### src/rtl/id_ex_decode_ctrl.sv
// RV32I decode stage and ID/EX pipeline register with load-use
// stall, taken-branch squash and illegal-opcode flagging.
//
// Ports:
//   clk, rst_n        clock, async active-low reset
//   ifid_instr/valid  instruction held in IF/ID
//   ex_branch_tkn     branch in EX taken; squash the ID slot
//   hazard_stall      comb load-use stall; pc/ifid write enables = ~stall
//   idex_*            registered control bundle and register indices
module id_ex_decode_ctrl #(
  parameter int ALUCTR_W  = 4,
  parameter int REG_AW    = 5,
  parameter bit HAZARD_EN = 1'b1
) (
  input  logic                clk,
  input  logic                rst_n,
  input  logic [31:0]         ifid_instr,
  input  logic                ifid_valid,
  input  logic                ex_branch_tkn,
  output logic                hazard_stall,
  output logic                pc_write_en,
  output logic                ifid_write_en,
  output logic                idex_valid,
  output logic                idex_branch,
  output logic                idex_memread,
  output logic                idex_memtoreg,
  output logic                idex_memwrite,
  output logic                idex_alusrc,
  output logic                idex_regwrite,
  output logic [1:0]          idex_ALUop,
  output logic [ALUCTR_W-1:0] idex_ALUctr,
  output logic [2:0]          idex_brf3,
  output logic [REG_AW-1:0]   idex_rs1,
  output logic [REG_AW-1:0]   idex_rs2,
  output logic [REG_AW-1:0]   idex_rd,
  output logic                idex_illegal
);

  typedef struct packed {
    logic                branch;
    logic                memread;
    logic                memtoreg;
    logic                memwrite;
    logic                alusrc;
    logic                regwrite;
    logic [1:0]          aluop;
    logic [ALUCTR_W-1:0] aluctr;
    logic [2:0]          brf3;
    logic                illegal;
  } ctrl_t;

  localparam logic [6:0] OP_R   = 7'b0110011;
  localparam logic [6:0] OP_LD  = 7'b0000011;
  localparam logic [6:0] OP_ST  = 7'b0100011;
  localparam logic [6:0] OP_IMM = 7'b0010011;
  localparam logic [6:0] OP_BR  = 7'b1100011;

  localparam logic [ALUCTR_W-1:0] A_ADD  = ALUCTR_W'(0);
  localparam logic [ALUCTR_W-1:0] A_SUB  = ALUCTR_W'(1);
  localparam logic [ALUCTR_W-1:0] A_AND  = ALUCTR_W'(2);
  localparam logic [ALUCTR_W-1:0] A_OR   = ALUCTR_W'(3);
  localparam logic [ALUCTR_W-1:0] A_XOR  = ALUCTR_W'(4);
  localparam logic [ALUCTR_W-1:0] A_SRL  = ALUCTR_W'(5);
  localparam logic [ALUCTR_W-1:0] A_SLL  = ALUCTR_W'(6);
  localparam logic [ALUCTR_W-1:0] A_SRA  = ALUCTR_W'(7);
  localparam logic [ALUCTR_W-1:0] A_SLT  = ALUCTR_W'(8);
  localparam logic [ALUCTR_W-1:0] A_SLTU = ALUCTR_W'(9);

  logic [6:0]        w_op;
  logic [2:0]        w_f3;
  logic [6:0]        w_f7;
  logic [REG_AW-1:0] w_rs1;
  logic [REG_AW-1:0] w_rs2;
  logic [REG_AW-1:0] w_rd;
  logic              w_is_r;
  logic              w_is_ld;
  logic              w_is_st;
  logic              w_is_imm;
  logic              w_is_br;
  logic              w_rs2_used;
  logic              w_haz;
  logic              w_bubble;
  logic              w_bad;
  ctrl_t             w_raw;
  ctrl_t             w_dec;

  ctrl_t             r_ctrl;
  logic              r_valid;
  logic [REG_AW-1:0] r_rs1;
  logic [REG_AW-1:0] r_rs2;
  logic [REG_AW-1:0] r_rd;

  assign w_op  = ifid_instr[6:0];
  assign w_f3  = ifid_instr[14:12];
  assign w_f7  = ifid_instr[31:25];
  assign w_rs1 = REG_AW'(ifid_instr[19:15]);
  assign w_rs2 = REG_AW'(ifid_instr[24:20]);
  assign w_rd  = REG_AW'(ifid_instr[11:7]);

  assign w_is_r   = (w_op == OP_R);
  assign w_is_ld  = (w_op == OP_LD);
  assign w_is_st  = (w_op == OP_ST);
  assign w_is_imm = (w_op == OP_IMM);
  assign w_is_br  = (w_op == OP_BR);

  always_comb begin
    w_raw = '0;
    w_bad = 1'b0;
    unique case (1'b1)
      w_is_r: begin
        w_raw.regwrite = 1'b1;
        w_raw.aluop    = 2'b10;
        if (w_f7 != 7'h00 && w_f7 != 7'h20) w_bad = 1'b1;
        case ({w_f7[5], w_f3})
          4'b0000: w_raw.aluctr = A_ADD;
          4'b1000: w_raw.aluctr = A_SUB;
          4'b0001: w_raw.aluctr = A_SLL;
          4'b0010: w_raw.aluctr = A_SLT;
          4'b0011: w_raw.aluctr = A_SLTU;
          4'b0100: w_raw.aluctr = A_XOR;
          4'b0101: w_raw.aluctr = A_SRL;
          4'b1101: w_raw.aluctr = A_SRA;
          4'b0110: w_raw.aluctr = A_OR;
          4'b0111: w_raw.aluctr = A_AND;
          default: w_bad = 1'b1;
        endcase
      end
      w_is_ld: begin
        w_raw.memread  = 1'b1;
        w_raw.memtoreg = 1'b1;
        w_raw.regwrite = 1'b1;
        w_raw.alusrc   = 1'b1;
      end
      w_is_st: begin
        w_raw.memwrite = 1'b1;
        w_raw.alusrc   = 1'b1;
      end
      w_is_imm: begin
        w_raw.regwrite = 1'b1;
        w_raw.alusrc   = 1'b1;
        w_raw.aluop    = 2'b10;
        case (w_f3)
          3'b000:  w_raw.aluctr = A_ADD;
          3'b010:  w_raw.aluctr = A_SLT;
          3'b011:  w_raw.aluctr = A_SLTU;
          3'b100:  w_raw.aluctr = A_XOR;
          3'b110:  w_raw.aluctr = A_OR;
          3'b111:  w_raw.aluctr = A_AND;
          3'b001: begin
            w_raw.aluctr = A_SLL;
            if (w_f7 != 7'h00) w_bad = 1'b1;
          end
          default: begin
            if (w_f7 == 7'h00)      w_raw.aluctr = A_SRL;
            else if (w_f7 == 7'h20) w_raw.aluctr = A_SRA;
            else                    w_bad = 1'b1;
          end
        endcase
      end
      w_is_br: begin
        w_raw.branch = 1'b1;
        w_raw.aluop  = 2'b01;
        w_raw.aluctr = A_SUB;
        w_raw.brf3   = w_f3;
        if (w_f3 == 3'b010 || w_f3 == 3'b011) w_bad = 1'b1;
      end
      default: w_bad = 1'b1;
    endcase
  end

  // Unsupported encodings carry no side effects, only the flag.
  always_comb begin
    w_dec = w_raw;
    if (w_bad) begin
      w_dec         = '0;
      w_dec.illegal = 1'b1;
    end
  end

  assign w_rs2_used = w_is_r | w_is_st | w_is_br;

  assign w_haz = HAZARD_EN && r_valid && r_ctrl.memread
              && (r_rd != '0) && ifid_valid
              && ((w_rs1 == r_rd)
                  || (w_rs2_used && (w_rs2 == r_rd)));

  // A squashed (wrong-path) instruction never stalls.
  assign hazard_stall  = w_haz & ~ex_branch_tkn;
  assign pc_write_en   = ~hazard_stall;
  assign ifid_write_en = ~hazard_stall;

  assign w_bubble = ex_branch_tkn | hazard_stall | ~ifid_valid;

  // Indices load even on a bubble so forwarding sees them.
  always_ff @(posedge clk or negedge rst_n) begin
    if (!rst_n) begin
      r_ctrl  <= '0;
      r_valid <= 1'b0;
      r_rs1   <= '0;
      r_rs2   <= '0;
      r_rd    <= '0;
    end else begin
      r_rs1 <= w_rs1;
      r_rs2 <= w_rs2;
      r_rd  <= w_rd;
      if (w_bubble) begin
        r_ctrl  <= '0;
        r_valid <= 1'b0;
      end else begin
        r_ctrl  <= w_dec;
        r_valid <= 1'b1;
      end
    end
  end

  assign idex_valid    = r_valid;
  assign idex_branch   = r_ctrl.branch;
  assign idex_memread  = r_ctrl.memread;
  assign idex_memtoreg = r_ctrl.memtoreg;
  assign idex_memwrite = r_ctrl.memwrite;
  assign idex_alusrc   = r_ctrl.alusrc;
  assign idex_regwrite = r_ctrl.regwrite;
  assign idex_ALUop    = r_ctrl.aluop;
  assign idex_ALUctr   = r_ctrl.aluctr;
  assign idex_brf3     = r_ctrl.brf3;
  assign idex_illegal  = r_ctrl.illegal;
  assign idex_rs1      = r_rs1;
  assign idex_rs2      = r_rs2;
  assign idex_rd       = r_rd;

endmodule

### config.mk
export PLATFORM = sky130hd
export DESIGN_NAME = id_ex_decode_ctrl
export DESIGN_NICKNAME = d
export VERILOG_FILES = /design/src/rtl/id_ex_decode_ctrl.sv
export SDC_FILE = /design/constraint.sdc
export NUM_CORES = 1
export LEC_CHECK = 0
export ABC_AREA = 1
export CAP_MARGIN = 20
export CORE_MARGIN = 2
export CORE_UTILIZATION = 25
export CTS_CLUSTER_DIAMETER = 50
export DETAILED_ROUTE_END_ITERATION = 10
export PLACE_DENSITY = 0.55
export SETUP_SLACK_MARGIN = 0.4
export SLEW_MARGIN = 30
export SYNTH_ARGS = -nofsm -noshare
export SYNTH_HDL_FRONTEND = slang
export SYNTH_SLANG_ARGS = --single-unit
### constraint.sdc
create_clock -name clk -period 3.2 [get_ports clk]
set_clock_uncertainty 0.2 [all_clocks]
set_input_delay 0.48 -clock clk [delete_from_list [all_inputs] [get_ports clk]]
set_output_delay 0.48 -clock clk [all_outputs]
set_load 0.02 [all_outputs]
; ---- After elaboration in Yosys (flattened, before gate mapping)
; Index checks and enable logic that the tools add are counted.
; W data, S select, Z words.
[totals]
mem_count = 0
out_inout_bits = 35
in_bits = 36
ff_bits = 32
wordCells = 86
rom_bits = 0
latch_bits = 0
ram_bits = 0
[classes]
div = 0
n_reduce_logical = 18
n_eq_ne = 24
mux = 22
n_mul = 0
n_addsub = 0
shift = 0
order_cmp = 0
n_bitwise = 8
[op_table]
columns = operator, n
row1 = $pmux W4 S9, 1
row2 = $mux W16, 2
row3 = $pmux W4 S7, 1
row4 = $eq A7 B6 Y1 const B, 3
row5 = $pmux W6 S3, 1
row6 = $eq A4 B3 Y1 const B, 4
row7 = $mux W1, 11
row8 = $eq A5 B5 Y1, 2
row9 = $reduce_or A10 Y1, 1
row10 = $eq A3 B3 Y1 const B, 3
row11 = $eq A4 B2 Y1 const B, 2
row12 = $eq A4 B4 Y1 const B, 2
row13 = $eq A7 B2 Y1 const B, 1
row14 = $eq A7 B5 Y1 const B, 1
row15 = $eq A7 B7 Y1 const B, 1
row16 = $logic_not A7 Y1, 1
row17 = $ne A7 B6 Y1 const B, 1
row18 = $reduce_bool A7 Y1, 1
row19 = $eq A3 B2 Y1 const B, 2
row20 = $logic_and A1 B1 Y1, 6
row21 = $mux W3, 2
row22 = $reduce_or A3 Y1, 2
row23 = $reduce_or A6 Y1, 1
row24 = $reduce_bool A5 Y1, 1
row25 = other kinds (13), 19

; ---- Longest topological paths before layout
; Gate-level depths: netlist of run 1.
[depth]
ltp_word = 10
depth_mapped = 11

; ---- Least setup slack after synthesis of run 1
; OpenSTA, ideal clock, no wires.
[synth_timing]
path_kind = input to output
start = input ifid_instr[3]
end = output pc_write_en
t_required_ps = 2520
path_stages = 9
t_arrival_ps = 1836
n_path_buf = 1
path_slack_ps = 684
path_cell_list = nor2_1 > nand2_1 > a21oi_1 > nand3_1 > nand2_1 > nand2_1 > nor2_1 > inv_1 > buf_4
[synth_via]
elab_chain_len = 8
word_cells_on_any_way = 10
[synth_lines]
columns = item, line
row1 = start: declaration, 17  ; input logic [31:0] ifid_instr,
row2 = $eq A7 B6 Y1 (on tied branches), "100, 102"
row3 = $or A1 B1 Y1, 180  ; assign w_rs2_used = w_is_r | w_is_st | w_is_br;
row4 = $or A1 B1 Y1 *, 180
row5 = $logic_and A1 B1 Y1 *, 185  ; || (w_rs2_used && (w_rs2 == r_rd)));
row6 = $logic_or A1 B1 Y1 *, 185
row7 = $logic_and A1 B1 Y1 *, 184  ; && ((w_rs1 == r_rd)
row8 = $and A1 B1 Y1 *, 188  ; assign hazard_stall = w_haz & ~ex_branch_tkn;
row9 = via hazard_stall, 20  ; output logic hazard_stall,
row10 = $not A1 Y1 *, --
row11 = end: declaration, 21  ; output logic pc_write_en,
; The timed path passes the listed nets; every way through them passes the cells marked *.

; ---- Worst setup path after layout of run 1
[layout_timing]
start = input ifid_instr[16]
end = output pc_write_en
[layout_via]
elab_chain_len = 5
[layout_lines]
columns = item, line
row1 = $eq A5 B5 Y1, 184
row2 = $logic_or A1 B1 Y1, 185
row3 = $logic_and A1 B1 Y1, 184
row4 = $and A1 B1 Y1, 188
row5 = $not A1 Y1, 189  ; assign pc_write_en = ~hazard_stall;
; No other way between the ends.

==> results by group, run 1 <==
Outcome
  – Outcome: finished, final reports clean

Synthesis
  – Synth Flop Type: dfrtp_1
  – Most common cell in the netlist: nand2_1
  – Yosys top cell area share: 54.1%
  – Netlist cell types: 22
  – Post-synthesis net count: 209
  – FF+latch count, synth: 31
  – Cell taking the most area after synthesis: dfrtp_1
  – Synth top area cells: dfrtp_1 (54%), nand2_1 (10%), nor2_1 (7.1%)
  – Mapped cell area: 1440 sq um
  – Synthesis Warnings: 0
  – Post-synthesis sequential area ratio: 54.1%
  – Commonest cells in the synthesized netlist: nand2_1 (39), dfrtp_1 (31), nor2_1 (27)
  – EDFF count, synth: 0
  – Gate count after technology mapping: 173
  – Syn Area/Cell: 8.30 sq um
  – Ys async rst share: 100%

Worst setup path
  – Critical path data required time: 2.52 ns
  – Crit. End Element: output port
  – Crit Path Class: primary input to output port
  – WP data arrival: 1.98 ns
  – Path depth of the worst reg2reg path: 9
  – Crit-path max FO: 3
  – R2R setup slack: 1.52 ns
  – Reg2Reg Capture Point: idex_brf3[0]
  – CP Launch Type: primary input
  – Launch point of the worst reg-to-reg path: idex_rd[0]

Floorplanning
  – Core ar.: 5540 sq um
  – DIE AREA: 6360 sq um
  – Core Rows: 27
  – Die W: 79.8 microns
  – Io pins: 71
  – Initial Util: 25.9%
  – Die H: 79.8 microns

Job
  – Max_cap viols: 0

STA
  – TNS Setup: 0 ns
  – Final Max Slew Viols: 0
  – Peak Freq: 376 MHz
  – Crit share post-route: 83.1%
  – Endpoints failing setup: 0
  – Final hold vios: 0
  – RSZ-0062 raised after global routing: no
  – Worst rel slew slack: 74.8%
  – Worst slew pin tran: 0.377 ns
  – Final min period: 2.66 ns

Global route
  – Initial antenna violation count: 0
  – All-Layer GR Usage: 11.6%
  – Largest net degree at the start of global routing: 32
  – Vias in the first global route: 1279
  – First-pass GRT wire length: 5.62 mm
  – Grt ovf: 0

CTS
  – CTS buffer count: 5
  – Sink Count: 31
  – H-tree Lvls: 2
  – Clk_lat worst skew: 0.27 ns
  – CTS Hold Bufs: 0
  – CTS tree: built
  – Worst-path clk slew: 0.06 ns
  – Root Driver: clkbuf_8
  – CTS Buffer Depth: 2

Layout
  – Final Util: 42.3%
  – Share of post-route cells with drive strength above 1: 11.1%
  – Synth-to-Final Area Change: 63.3%
  – Antenna cells: 0
  – Nets: 287

Routing
  – Vias per cell: 4.18
  – Total Routed Length: 3.52 mm
  – DR vias: 1353
  – Pre-Repair DR Iteration Count: 4
  – Antenna Nets Post-Route: 0
  – Starting DRT DRC Count: 40
  – DRC viols: 0
  – WL/cell: 10.9 microns

Pwr
  – Max VDD drop: 0.176 mV
  – P_leak: 1.12 nW
  – Pwr Density: 354 nW/um^2

Placement
  – HPWL after DPL: 2.86 mm
  – IO Port Bufs: 70
  – RD Place Congestion: 0.722

Min path
  – Hold Path Class: primary input to register
  – Worst Min Path Start: ifid_instr[5]
  – Hold path cells: 3
  – Hold endpoint: idex_memwrite
[placed cells by master (no fill, tap or decap), drive strengths merged, types with 3 or more instances in the layout]
| master | instances |
|---|---|
| nor2 | 29 |
| xor2 | 5 |
| dfrtp | 31 |
| a21oi | 8 |
| o21ai | 5 |
| clkbuf | 5 |
| dlymetal6s2s | 3 |
| clkinv | 3 |
| inv | 27 |
| buf | 3 |
| nand2 | 41 |
| clkdlybuf4s15 | 3 |
| clkdlybuf4s50 | 64 |
| nor3 | 6 |
| nand4 | 3 |
| nand3 | 9 |
[how the worst max path moves through the flow]
stage | from | endpoint | slack, ns | cells after the start
3_3_place_gp | ifid_instr[16] | hazard_stall | 0.11 | 10
4_1_cts | ifid_instr[6] | hazard_stall | 0.40 | 9
2_1_floorplan | ifid_instr[3] | pc_write_en | 0.68 | 9
5_1_grt | ifid_instr[21] | pc_write_en | 0.39 | 11
3_5_place_dp | ifid_instr[6] | hazard_stall | 0.05 | 9
6_report | ifid_instr[16] | pc_write_en | 0.54 | 11
[layout make-up]
class / instances / area (sq um)
Timing Repair Buffer: 73 / 733
Sequential cell: 31 / 776
Clock buffer: 5 / 68.8
Inverter: 27 / 101
Clock inverter: 3 / 15.0
Fill cell: 578 / 3200
Tap cell: 72 / 90.1
Multi-Input combinational cell: 113 / 559
[logic make-up after synthesis]
| kind of cell | after synthesis | synth area share, % |
|---|---|---|
| and+or+nand+nor | 91 | 27.4 |
| DFF | 31 | 54.1 |
| AOI/OAI and AO/OA | 16 | 6.80 |
| xor gates and xnor gates | 6 | 3.66 |
| buffers and inverters | 29 | 8.11 |
[critical path, cell delays in order]
cell	delay, ns
clkdlybuf4s50_1	0.48
inv_1	0.05
nand2_1	0.05
o21ai_0	0.08
nor2_1	0.13
nand3_1	0.10
nand2_2	0.08
nand2_2	0.07
nor2_2	0.14
inv_1	0.07
clkdlybuf4s15_2	0.25
[what timing repair did]
action	in CTS	in global routing
pin swaps	1	3
buffers inserted	0	1
setup endpoints to repair	3	3
resized for setup	10	7
[metal layers]
metal  track usage (%)  vias up  part of all wire (%)
met2              18.4       63                    45
met4              6.10        0                  0.88
met1              13.4      599                    44
li1                  -      689                     -
met5                 0        -                     0
met3              4.52        2                    10
[registers in the layout, summed over array words and instances, names as in the netlist]
signal / flops
idex_valid: 1
idex_rs1: 5
idex_branch: 1
idex_illegal: 1
idex_alusrc: 1
idex_ALUctr: 4
idex_memwrite: 1
idex_memread: 1
idex_ALUop: 2
idex_rs2: 5
idex_brf3: 3
idex_regwrite: 1
idex_rd: 5
[stage by stage]
step           hold slack [ns]  setup slack [ns]  area [sq um]  std cells  total power [mW]
2_1_floorplan          -0.0156             0.684          1440        173             0.467
3_3_place_gp             0.481             0.113          2230        315             0.556
3_5_place_dp             0.521            0.0468          2230        315             0.556
4_1_cts                  0.409             0.398          2320        323             0.843
5_1_grt                  0.365             0.394          2340        324             0.882
6_report                 0.368             0.541          2340        324             0.830
[power breakdown]
group / internal (mW) / switching (mW)
logic: 0.0735 / 0.0669
clock network: 0.148 / 0.132
registers: 0.403 / 0.00656
(Power assumes the default switching activity.)
==> run 2, diff against run 1 <==
==> constraint.sdc (replaced) <==
create_clock -name clk -period 2.55 [get_ports clk]
set_clock_uncertainty 0.2 [all_clocks]
set_input_delay 0.3825 -clock clk [delete_from_list [all_inputs] [get_ports clk]]
set_output_delay 0.3825 -clock clk [all_outputs]
set_load 0.02 [all_outputs]
==> results by group, run 2 (synthesized netlist as in run 1, its figures left out) <==
Outcome
  – Outcome: finished, final reports clean

Placement
  – HPWL after DPL: 2.91 mm
  – RD Place Congestion: 0.799
  – Placement Cell Area: 2310 sq um
  – IO Port Bufs: 70

CTS
  – CTS buffer count: 5
  – Clk_lat worst skew: 0.29 ns
  – CTS tree: built
  – CTS Hold Bufs: 0
  – Worst-path clk slew: 0.06 ns
  – H-tree Lvls: 2
  – Root Driver: clkbuf_8
  – CTS Buffer Depth: 2
  – Sink Count: 31

Global route
  – First-pass GRT wire length: 6.18 mm
  – Vias in the first global route: 1338
  – All-Layer GR Usage: 12.8%
  – Grt ovf: 0
  – Initial antenna violation count: 0
  – Largest net degree at the start of global routing: 32

Layout
  – Antenna cells: 0
  – FILL cells: 585
  – Nets: 305
  – Most frequent cells in the layout: clkdlybuf4s50_1 (51), nand2_1 (34), dfrtp_1 (30)
  – Synth-to-Final Area Change: 77.2%
  – Most common cell after layout, fill and taps aside: clkdlybuf4s50_1
  – Share of post-route cells with drive strength above 1: 21.9%
  – Finished Cell Area: 2540 sq um

Floorplanning
  – Core Rows: 27
  – Initial Util: 25.9%
  – Die H: 79.8 microns
  – DIE AREA: 6360 sq um
  – Die W: 79.8 microns
  – Io pins: 71
  – Core ar.: 5540 sq um

STA
  – Final hold vios: 0
  – Peak Freq: 458 MHz
  – Crit share post-route: 85.6%
  – RSZ-0062 raised after global routing: yes
  – Final Max Slew Viols: 0
  – Endpoints failing setup: 0
  – Worst rel slew slack: 74.3%
  – Final min period: 2.18 ns
  – Worst slew pin tran: 0.385 ns

Worst setup path
  – Critical path data required time: 1.97 ns
  – Cell family with most CP delay: buffers and inverters
  – Crit-path max FO: 2
  – CP Launch Type: primary input
  – Crit-path slowest cell: clkdlybuf4s50_1
  – CP cell instances: clkdlybuf4s50_1, xnor2_1, nand3_1, nand2_2, nand2_4, nor2_4, inv_2, buf_6
  – Crit-path max cell delay: 0.51 ns
  – Crit. End Element: output port
  – Crit Path Class: primary input to output port
  – WP data arrival: 1.60 ns
  – WP buf/inv: 3

Routing
  – Routed wl met3: 362 microns
  – Total Routed Length: 3.81 mm
  – DRC viols: 0
  – Antenna Nets Post-Route: 0
  – WL/cell: 11.1 microns
  – Top Layer Used: met4
  – Pre-Repair DR Iteration Count: 4
  – Routed metal-1 wire length: 1.65 mm
  – Starting DRT DRC Count: 55
  – Vias per cell: 4.20
  – Met2 wire len: 1.72 mm
  – DR vias: 1435

Pwr
  – Final Total Pwr: 1.20 mW
  – P_leak: 1.25 nW
  – Pwr Density: 473 nW/um^2
  – Max VDD drop: 0.279 mV

Job
  – Max_cap viols: 0

Min path
  – Hold Path Class: primary input to register
run 2: changes by cell type in the layout (fill, tap and decap cells not counted), sizes merged:
| cell | before | now |
|---|---|---|
| buf | 3 | 24 |
| bufinv | 0 | 1 |
| clkbuf | 5 | 6 |
| clkdlybuf4s15 | 3 | 0 |
| clkdlybuf4s50 | 64 | 51 |
| clkinv | 3 | 1 |
| dlygate4sd2 | 0 | 16 |
| dlymetal6s2s | 3 | 0 |
run 2: through the flow:
step                      worst slack [ns]  hold WS [ns]  setup TNS (ns)  cells  utilization [%]
after floorplan                      0.408        -0.113               0    173                -
after global placement              -0.248         0.541          -0.698    325             41.7
after detailed placement            -0.294         0.526          -0.823    325             41.7
after CTS                            0.336         0.141               0    340             44.9
after global routing                 0.243         0.150               0    342             45.9
final                                0.368         0.146               0    342             45.9
run 2: layout make-up:
class	instances	area (sq um)	area share, %
clock inverter	2	35.0	1.38
clock buffer	6	82.6	3.25
multi-input combinational	113	599	23.6
tap	72	90.1	3.54
inverter	27	101	3.99
sequential	31	777	30.6
timing repair buffer	91	857	33.7
run 2: path summary, 6_finish.rpt:
kind	cells after the start	from	end	slack, ns
min in group asynchronous	2	rst_n	idex_rs2[1]	0.28
max	8	ifid_instr[19]	ifid_write_en	0.37
max reg2reg	14	idex_rd[0]	idex_brf3[1]	0.47
min	1	ifid_instr[16]	idex_rs1[1]	0.15
min reg2reg	6	idex_valid	idex_memread	0.70
max in group asynchronous	2	rst_n	idex_rd[1]	1.57
run 2: routing by layer:
layer | global-route usage, % | up-vias
li1 | - | 730
met1 | 16.2 | 629
met2 | 19.7 | 70
met3 | 3.85 | 6
met4 | 6.61 | 0
met5 | 0 | -
run 2: worst register-to-register path, cell delays in order, from the launching register on:
cell	delay, ns
dfrtp_1	0.41
inv_2	0.09
nand2_1	0.05
o21ai_1	0.08
nor2_1	0.07
nand3_1	0.09
nand2_2	0.10
buf_6	0.13
buf_6	0.10
buf_6	0.10
buf_6	0.10
buf_6	0.10
a21boi_4	0.21
nand2_4	0.11
nor2_2	0.08
run 2: power by group:
part / total, mW / switching, mW / internal [mW]
clock network: 0.500 / 0.184 / 0.316
registers: 0.514 / 0.00854 / 0.506
logic: 0.188 / 0.0900 / 0.0981
total: 1.20 / 0.283 / 0.920
run 2: repair_timing:
action / 4_1_cts / 5_1_grt
gates resized for setup: 43 / 16
buffers inserted: 7 / 2
setup endpoints to repair: 3 / 12
pin swaps: 16 / 10
==> run 3, diff against run 2 <==
--- a/config.mk
+++ b/config.mk
@@ -5,13 +5,12 @@
 export SDC_FILE = /design/constraint.sdc
 export NUM_CORES = 1
 export LEC_CHECK = 0
-export ABC_AREA = 1
 export CAP_MARGIN = 20
 export CORE_MARGIN = 2
 export CORE_UTILIZATION = 25
 export CTS_CLUSTER_DIAMETER = 50
 export DETAILED_ROUTE_END_ITERATION = 10
-export PLACE_DENSITY = 0.55
+export PLACE_DENSITY = 0.56
 export SETUP_SLACK_MARGIN = 0.4
 export SLEW_MARGIN = 30
 export SYNTH_ARGS = -nofsm -noshare
==> results by group, run 3 <==
STA
  – Crit share post-route: 94.3%
  – Final min period: 2.40 ns
  – Worst slew pin tran: 0.390 ns
  – Endpoints failing setup: 0
  – Worst setup margin: 0.146 ns
  – Worst rel slew slack: 74.0%
  – RSZ-0062 raised after global routing: yes
  – TNS Setup: 0 ns
  – Fin Hold WS: 0.171 ns
  – Final Max Slew Viols: 0
  – Final hold vios: 0
  – Peak Freq: 416 MHz

Pwr
  – Final Total Pwr: 1.09 mW
  – Max VDD drop: 0.180 mV
  – P_leak: 1.05 nW
  – Pwr Density: 428 nW/um^2

Placement
  – IO Port Bufs: 70
  – Post-place setup slack: -0.551 ns
  – HPWL after DPL: 2.83 mm
  – RD Place Congestion: 0.859
  – Placement Cell Area: 2280 sq um

Outcome
  – Outcome: finished, final reports clean

Layout
  – Register area: 778 sq um
  – Finished Cell Area: 2550 sq um
  – Most common cell after layout, fill and taps aside: clkdlybuf4s50_1
  – Area of the multi-input gates: 707 sq um
  – Synth-to-Final Area Change: 82.1%
  – Share of post-route cells with drive strength above 1: 28.6%
  – FILL cells: 529
  – Antenna cells: 0
  – Most frequent cells in the layout: clkdlybuf4s50_1 (53), dfrtp_1 (29), buf_4 (17)
  – Nets: 249

Worst setup path
  – CP Launch Type: register
  – CP cell instances: buf_6, or4_4, o2111ai_4, or3_4, inv_2, buf_6
  – Crit-path max cell delay: 0.50 ns
  – Worst path most repeated cell: buf_6
  – Crit-path max FO: 3
  – Path depth of the worst reg2reg path: 8
  – Crit Path Class: register to output port
  – WP buf/inv: 3
  – Cell family with most CP delay: simple AND/OR/NAND/NOR gates
  – Crit-path slowest cell: or4_4
  – Crit. End Element: output port
  – WP depth: 6
  – WP data arrival: 1.82 ns
  – Critical path data required time: 1.97 ns

Floorplanning
  – Core Rows: 27
  – Io pins: 71
  – DIE AREA: 6220 sq um
  – Initial Util: 25.6%
  – Die W: 78.9 microns
  – Core ar.: 5470 sq um
  – Die H: 78.9 microns

Synthesis
  – Gate count after technology mapping: 122
  – Commonest cells in the synthesized netlist: dfrtp_1 (31), nand2_1 (10), nor3_1 (8)
  – Netlist cell types: 40
  – Post-synthesis sequential area ratio: 55.4%
  – Ys async rst share: 100%
  – Synth top area cells: dfrtp_1 (55%), xnor2_1 (3.8%), xor2_1 (3.1%)
  – Synth Flop Type: dfrtp_1
  – EDFF count, synth: 0
  – FF+latch count, synth: 31
  – Post-synthesis net count: 158
  – Yosys top cell area share: 55.4%
  – Synthesis Warnings: 0
  – Cell taking the most area after synthesis: dfrtp_1
  – Most common cell in the netlist: dfrtp_1
  – Syn Area/Cell: 11.5 sq um
  – Mapped cell area: 1400 sq um

Global route
  – Vias in the first global route: 1272
  – Largest net degree at the start of global routing: 32
  – Initial antenna violation count: 0
  – All-Layer GR Usage: 12.8%
  – Grt ovf: 0
  – First-pass GRT wire length: 6.04 mm

Routing
  – Vias per cell: 4.43
  – Starting DRT DRC Count: 28
  – WL/cell: 13.0 microns
  – DR vias: 1262
  – Antenna Nets Post-Route: 0
  – Pre-Repair DR Iteration Count: 4
  – DRC viols: 0
  – Total Routed Length: 3.72 mm

Job
  – Max_cap viols: 0

CTS
  – H-tree Lvls: 2
  – CTS Buffer Depth: 2
  – Clk_lat worst skew: 0.27 ns
  – CTS tree: built
  – CTS buffer count: 5
  – CTS Hold Bufs: 0
  – Root Driver: clkbuf_8
  – Worst-path clk slew: 0.06 ns
  – Sink Count: 31

Min path
  – Hold Path Class: primary input to register
  – Hold path cells: 1
## run 3: cell count changes after synthesis, sizes merged, moves of 6 or more
cell   before  now
nand2      41   10
nor2       29    6
inv        27    5
a21oi       8    1
nand3       9    2
nor4        0    6
## run 3: kinds of logic after synthesis
family / count (synthesis) / share of synthesized area (%)
compound gates: 20 / 12.8
xor+xnor: 11 / 6.87
buf+inv: 13 / 5.09
flops: 31 / 55.4
simple gates: 47 / 19.9
## run 3: worst paths after layout
kind	start	to	slack, ns
max reg2reg	idex_rd[3]	idex_alusrc	0.36
max in group asynchronous	rst_n	idex_rd[2]	1.53
min	ifid_instr[21]	idex_rs2[1]	0.17
min in group asynchronous	rst_n	idex_rs1[4]	0.31
min reg2reg	idex_valid	idex_valid	0.65
max	idex_rd[3]	hazard_stall	0.15
## run 3: per-stage QoR
stage / std cells / utilization, %
2_1_floorplan: 122 / -
3_5_place_dp: 274 / 41.6
5_1_grt: 285 / 46.6
4_1_cts: 285 / 46.4
6_report: 285 / 46.6
3_3_place_gp: 274 / 41.6
## run 3: cell type report
cell class              instances  share of cell area [%]
repair buffers                 92                    34.1
flip-flops and latches         31                    30.5
multi-input cells              78                    27.7
well taps                      72                    3.53
clock buffers                   6                    3.24
inverters                       5                   0.735
clock inverters                 1                   0.196
## run 3: power by group
part,internal (mW),total [mW],leakage (nW),switching [mW]
clock network,0.211,0.375,0.0470,0.164
registers,0.506,0.515,0.394,0.00891
logic,0.105,0.202,0.612,0.0963
total,0.822,1.09,1.05,0.269
## run 3: layer usage
layer	up-vias	wire length [microns]	global-route usage [%]	part of all wire, %
met1	587	1540	14.9	41
li1	610	-	-	-
met3	6	342	4.32	9.2
met4	0	60	5.17	1.6
met5	-	0	0	0
met2	59	1770	21.5	48
## run 3: worst reg2reg max path, delay by kind of cell, from the launching register on
kind | cells | cell delay [ns]
AO/OA/AOI/OAI | 3 | 0.47
buffers and inverters | 4 | 0.52
AND/OR/NAND/NOR | 1 | 0.50
flip-flops | 1 | 0.39
## run 3: timing repair
item | CTS | global route
gates resized for setup | 63 | 2
gates cloned | 0 | 0
pin swaps | 23 | 2
setup buffers | 4 | 0
setup endpoints to repair | 18 | 17
